===== src/rtl/control_flujo_fsm.sv =====
// control_flujo_fsm: flow-control FSM for the FIFO switch datapath.
// Latches and validates low/high occupancy thresholds, derives per-FIFO
// almost-empty/almost-full flags, drives global backpressure (pausa) and
// keeps a sticky ERROR state fed by per-FIFO overflow/underflow pulses.
// Every output is registered and reflects the state entered at the edge.
module control_flujo_fsm #(
    parameter int N_FIFOS  = 8,
    parameter int W_OCUP   = 4,
    parameter int DEPTH    = 8,
    parameter int BAJO_DEF = 1,
    parameter int ALTO_DEF = 6
) (
    input  logic                        clk,
    input  logic                        reset,
    input  logic                        init,
    input  logic [W_OCUP-1:0]           bajo,
    input  logic [W_OCUP-1:0]           alto,
    input  logic [N_FIFOS*W_OCUP-1:0]   ocupacion,
    input  logic [N_FIFOS-1:0]          empty_fifos,
    input  logic [N_FIFOS-1:0]          error_fifos,
    output logic [2:0]                  estado,
    output logic [W_OCUP-1:0]           bajo_out,
    output logic [W_OCUP-1:0]           alto_out,
    output logic [N_FIFOS-1:0]          almost_empty,
    output logic [N_FIFOS-1:0]          almost_full,
    output logic                        pausa,
    output logic                        idle_out,
    output logic                        active_out,
    output logic                        error_out,
    output logic [N_FIFOS-1:0]          error_id
);

    typedef enum logic [2:0] {
        S_RESET  = 3'b000,
        S_INIT   = 3'b001,
        S_IDLE   = 3'b010,
        S_ACTIVE = 3'b011,
        S_ERROR  = 3'b100
    } estado_t;

    localparam logic [W_OCUP-1:0] BAJO_RST = W_OCUP'(BAJO_DEF);
    localparam logic [W_OCUP-1:0] ALTO_RST = W_OCUP'(ALTO_DEF);
    localparam logic [W_OCUP-1:0] DEPTH_C  = W_OCUP'(DEPTH);

    estado_t              estado_q, estado_d;
    logic [W_OCUP-1:0]    bajo_q, bajo_d;
    logic [W_OCUP-1:0]    alto_q, alto_d;
    logic [N_FIFOS-1:0]   ae_q, ae_d;
    logic [N_FIFOS-1:0]   af_q, af_d;
    logic [N_FIFOS-1:0]   eid_q, eid_d;
    logic                 pausa_q, pausa_d;
    logic                 idle_q, idle_d;
    logic                 active_q, active_d;
    logic                 error_q, error_d;

    logic [N_FIFOS-1:0]   ae_cmp, af_cmp;
    logic                 par_ok;

    // Candidate thresholds are usable only if ordered and within the FIFO depth.
    assign par_ok = (bajo < alto) && (alto <= DEPTH_C);

    // Per-FIFO occupancy compared against the thresholds latched before this edge.
    always_comb begin
        ae_cmp = '0;
        af_cmp = '0;
        for (int i = 0; i < N_FIFOS; i++) begin
            ae_cmp[i] = (ocupacion[i*W_OCUP +: W_OCUP] <= bajo_q);
            af_cmp[i] = (ocupacion[i*W_OCUP +: W_OCUP] >= alto_q);
        end
    end

    // Next state with error > init > empty priority, plus next registered outputs.
    always_comb begin
        estado_d = estado_q;
        bajo_d   = bajo_q;
        alto_d   = alto_q;
        ae_d     = ae_q;
        af_d     = af_q;
        eid_d    = eid_q;
        pausa_d  = 1'b0;
        idle_d   = 1'b0;
        active_d = 1'b0;
        error_d  = 1'b0;

        case (estado_q)
            S_RESET: estado_d = S_INIT;
            S_INIT, S_IDLE, S_ACTIVE: begin
                if (|error_fifos) begin
                    estado_d = S_ERROR;
                end else if (init) begin
                    estado_d = S_INIT;
                end else if (estado_q == S_INIT) begin
                    estado_d = S_IDLE;
                end else if (&empty_fifos) begin
                    estado_d = S_IDLE;
                end else begin
                    estado_d = S_ACTIVE;
                end
            end
            S_ERROR: estado_d = S_ERROR;
            default: estado_d = S_RESET;
        endcase

        // Thresholds are only programmable while sitting in INIT.
        if (estado_q == S_INIT && par_ok) begin
            bajo_d = bajo;
            alto_d = alto;
        end

        // Flags freeze once ERROR is entered; the fault record accumulates there.
        if (estado_d == S_ERROR) begin
            eid_d = eid_q | error_fifos;
        end else begin
            ae_d = ae_cmp;
            af_d = af_cmp;
        end

        case (estado_d)
            S_INIT, S_ERROR:  pausa_d = 1'b1;
            S_IDLE, S_ACTIVE: pausa_d = |af_d;
            default:          pausa_d = 1'b0;
        endcase

        idle_d   = (estado_d == S_IDLE);
        active_d = (estado_d == S_ACTIVE);
        error_d  = (estado_d == S_ERROR);
    end

    // State and output registers; reset restores defaults and clears the fault record.
    always_ff @(posedge clk) begin
        if (reset) begin
            estado_q <= S_RESET;
            bajo_q   <= BAJO_RST;
            alto_q   <= ALTO_RST;
            ae_q     <= '0;
            af_q     <= '0;
            eid_q    <= '0;
            pausa_q  <= 1'b0;
            idle_q   <= 1'b0;
            active_q <= 1'b0;
            error_q  <= 1'b0;
        end else begin
            estado_q <= estado_d;
            bajo_q   <= bajo_d;
            alto_q   <= alto_d;
            ae_q     <= ae_d;
            af_q     <= af_d;
            eid_q    <= eid_d;
            pausa_q  <= pausa_d;
            idle_q   <= idle_d;
            active_q <= active_d;
            error_q  <= error_d;
        end
    end

    assign estado       = estado_q;
    assign bajo_out     = bajo_q;
    assign alto_out     = alto_q;
    assign almost_empty = ae_q;
    assign almost_full  = af_q;
    assign pausa        = pausa_q;
    assign idle_out     = idle_q;
    assign active_out   = active_q;
    assign error_out    = error_q;
    assign error_id     = eid_q;

endmodule


===== config.mk =====
export PLATFORM = sky130hd
export DESIGN_NAME = control_flujo_fsm
export DESIGN_NICKNAME = d
export VERILOG_FILES = /design/src/rtl/control_flujo_fsm.sv
export SDC_FILE = /design/constraint.sdc
export NUM_CORES = 1
export LEC_CHECK = 0
export CAP_MARGIN = 20
export CORE_MARGIN = 2
export CORE_UTILIZATION = 42
export CTS_BUF_LIST = sky130_fd_sc_hd__clkbuf_16
export CTS_CLUSTER_SIZE = 28
export DETAILED_ROUTE_END_ITERATION = 8
export PLACE_DENSITY_LB_ADDON = 0.3
export SYNTH_ARGS = -nofsm -noshare
export SYNTH_HDL_FRONTEND = slang
export SYNTH_SLANG_ARGS = --single-unit

===== constraint.sdc =====
create_clock -name clk -period 2 [get_ports clk]
set_input_delay 0.5 -clock clk [delete_from_list [all_inputs] [get_ports clk]]
set_output_delay 0.5 -clock clk [all_outputs]
set_load 0.005 [all_outputs]

==> out/summary.txt <==
WHS: 461 ps
die area: 7520 um^2
Hold Path Sink: almost_full[2]
Gate Count Post-Synth: 320
synth top area cells: ha_1 (29%), dfxtp_1 (27%), nand2b_1 (6.1%)
area of the core: 6720 um^2
CTS Sinks: 39
initial antenna violation count: 0
Ant. Diodes: 0
sequential share of the synthesized area: 27.2%
Critical Path AT: 2140 ps
via count: 2,919
post-route ant nets: 0
clock slew at reported path FFs: 60 ps
Yosys top cell area share: 29.2%
switching share of power: 28.3%
Reg2Reg Launch Point: alto_out[0]
DRT Pass-1 Iters: 4
share of cells above drive strength 1: 18.4%
clock skew: 4.39 ps
# DRC: 0
top-level port count: 98
CTS Buf Count: 5
leading area contributor after synthesis: ha_1
fmax: 506 MHz
final slew viol count: 0
CTS tree: yes
per-cell routed wire length: 15.8 um
1st-iter DRT viols: 99
Hold Path Class: reg -> reg
Slew HR: 72.7%
Via density: 5.44
I/O Buffers: 97
Max-Cap Viols: 0
Hold Fails Final Rpt: 0
Clock Path Buffers: 2
routability cong.: 0.850
WL final: 8490 um
register area: 782 um^2
sequential power share: 32.7%
RSZ-0062 raised after global routing: yes
crit path launch type: input pin
R2R Setup Slk: 160 ps
global-route wire length before repair: 13,800 um
post-layout util: 68.0%
hold path cells: 2
Async SR Flop Fraction: 0%
combinational share of power: 34.0%
Clk Latency, worst-skew pair: 280 ps
Die Wd: 86.7 um
hold_buf cts: 0
Cell Int Power: 0.00200 W
hold path start: almost_full[2]
area delta synth->final: 59.0%
FF-to-FF path depth: 7
fin nets: 582
Lkg Pwr: 2.06 nW
Post-synth top flop: dfxtp_1
H-tree levels: 2
grt ovf: 0
number of synthesized flops with an enable pin: 0
status: finished clean
critical path type: in -> reg
final setup vio count: 0
Critical Path RT: 2170 ps
Fin Setup TNS: 0 ps
DIE HEIGHT: 86.7 um
Power Density: 610 nW/um^2
row cnt: 30
Mapped Nets: 446
largest net degree at the start of global routing: 45
worst-margin pin slew: 410 ps
YS warnings: 0
estimated wirelength of the detail-placed design: 6090 um
area of the mapped netlist: 2870 um^2
Clock Power Share: 33.3%
Total Routing Usage GR: 23.3%
Crit. End Element: flip-flop
Final Cycle Share: 98.8%
number of fill cells: 558
Initial Util: 42.8%
RR Endpoint: pausa
multi-input logic area: 2130 um^2
post-route minimum period: 1980 ps
total net switching power: 0.000788 W
syn_area_per_cell: 8.98 um^2
crit-path max FO: 12
Synth Register Bits: 39
Max VDD drop: 0.326 mV
Root Buffer: clkbuf_16
Yosys cell types: 41
vias in the first global route: 2,971
==> cell families (layout without fill, tap and decap cells) <==
| group | count (synthesis) | count (layout) | synth area share, % |
|---|---|---|---|
| buffers and inverters | 29 | 166 | 4.09 |
| adders and majority gates | 67 | 67 | 29.2 |
| and+or+nand+nor | 105 | 105 | 19.6 |
| AOI/OAI and AO/OA | 72 | 72 | 17.1 |
| muxes | 8 | 8 | 2.79 |
| DFF | 39 | 39 | 27.2 |
==> what timing repair did <==
action,CTS,global route
resized for setup,46,15
pin swaps,16,10
endpoints found under the setup margin,29,21
endpoints found under the hold margin,0,0
buffers inserted,0,1
cloned,0,1
==> power groups by stage <==
stage	clock network (W)	logic (W)	registers (W)
final	0.000928	0.000948	0.000911
after global placement	0	0.000840	0.000923
after global routing	0.000969	0.00104	0.000920
after floorplan	0	0.000379	0.000929
after CTS	0.000941	0.000907	0.000910
after detailed placement	0	0.000867	0.000925
==> synth_stat cells, types with 3 or more instances <==
| library cell | number |
|---|---|
| ha_1 | 67 |
| dfxtp_1 | 39 |
| nor2_1 | 33 |
| nand2b_1 | 28 |
| inv_1 | 20 |
| a21oi_1 | 18 |
| o21ai_0 | 14 |
| nand2_1 | 11 |
| nand4_1 | 10 |
| o21a_1 | 9 |
| a311oi_1 | 8 |
| mux2i_1 | 8 |
| nor2b_1 | 8 |
| clkbuf_1 | 6 |
| a21o_1 | 5 |
| a211oi_1 | 4 |
| a2111oi_0 | 3 |
==> flip-flops by register name (all words and copies together) (netlist names) <==
signal / cells
active_out: 1
estado: 3
alto_out: 4
pausa: 1
idle_out: 1
bajo_out: 4
almost_empty: 8
almost_full: 8
error_id: 8
error_out: 1
==> through the flow <==
| step | cells | area, um^2 | setup WS, ps | total power (W) |
|---|---|---|---|---|
| global route | 537 | 4570 | -28.7 | 0.00293 |
| floorplan | 320 | 2880 | -27.7 | 0.00131 |
| finish | 537 | 4570 | 24.4 | 0.00279 |
| global placement | 527 | 4230 | -600 | 0.00176 |
| detailed placement | 527 | 4230 | -606 | 0.00179 |
| CTS | 535 | 4520 | 0.643 | 0.00276 |
==> worst max-delay path: stages <==
cell and delay, ps:
clkdlybuf4s15_1 180, or4_4 510, or2_4 280, a21boi_4 200
buf_4 150, clkbuf_16 160, buf_4 110, a211oi_1 50
==> worst max path at each step <==
stage / cells after the start / end / startpoint
2_1_floorplan: 5 / idle_out / error_fifos[0]
3_3_place_gp: 8 / pausa / ocupacion[28]
3_5_place_dp: 8 / pausa / ocupacion[28]
4_1_cts: 2 / alto_out[0] / alto_out[0]
5_1_grt: 8 / pausa / ocupacion[8]
6_report: 8 / almost_full[4] / error_fifos[5]
==> area by class of cell <==
| cell class | instances | area share [%] |
|---|---|---|
| Clock inverter | 3 | 0.959 |
| Multi-Input combinational cell | 252 | 46.7 |
| Clock buffer | 5 | 2.74 |
| Timing Repair Buffer | 137 | 28.5 |
| Tap cell | 80 | 2.19 |
| Sequential cell | 39 | 17.1 |
| Inverter | 21 | 1.73 |
==> per-layer routing <==
| metal | share of wire [%] | wire (um) | global-route usage, % | vias to the layer above |
|---|---|---|---|---|
| li1 | - | - | - | 1434 |
| met4 | 2.2 | 187 | 7.53 | 0 |
| met3 | 4.3 | 363 | 4.19 | 21 |
| met5 | 0 | 0 | 0 | - |
| met1 | 43 | 3680 | 28.1 | 1371 |
| met2 | 50 | 4260 | 41.5 | 93 |
==> placed cells by master (no fill, tap or decap), types with 10 or more instances in the layout <==
cell,n
a21oi_1,16
buf_4,36
clkdlybuf4s50_1,79
dfxtp_1,38
ha_1,66
inv_1,16
nand2_1,11
nand2b_1,23
nand4_1,10
nor2_1,33
o21ai_0,12
Note: power is estimated with default switching activity, not from simulation.
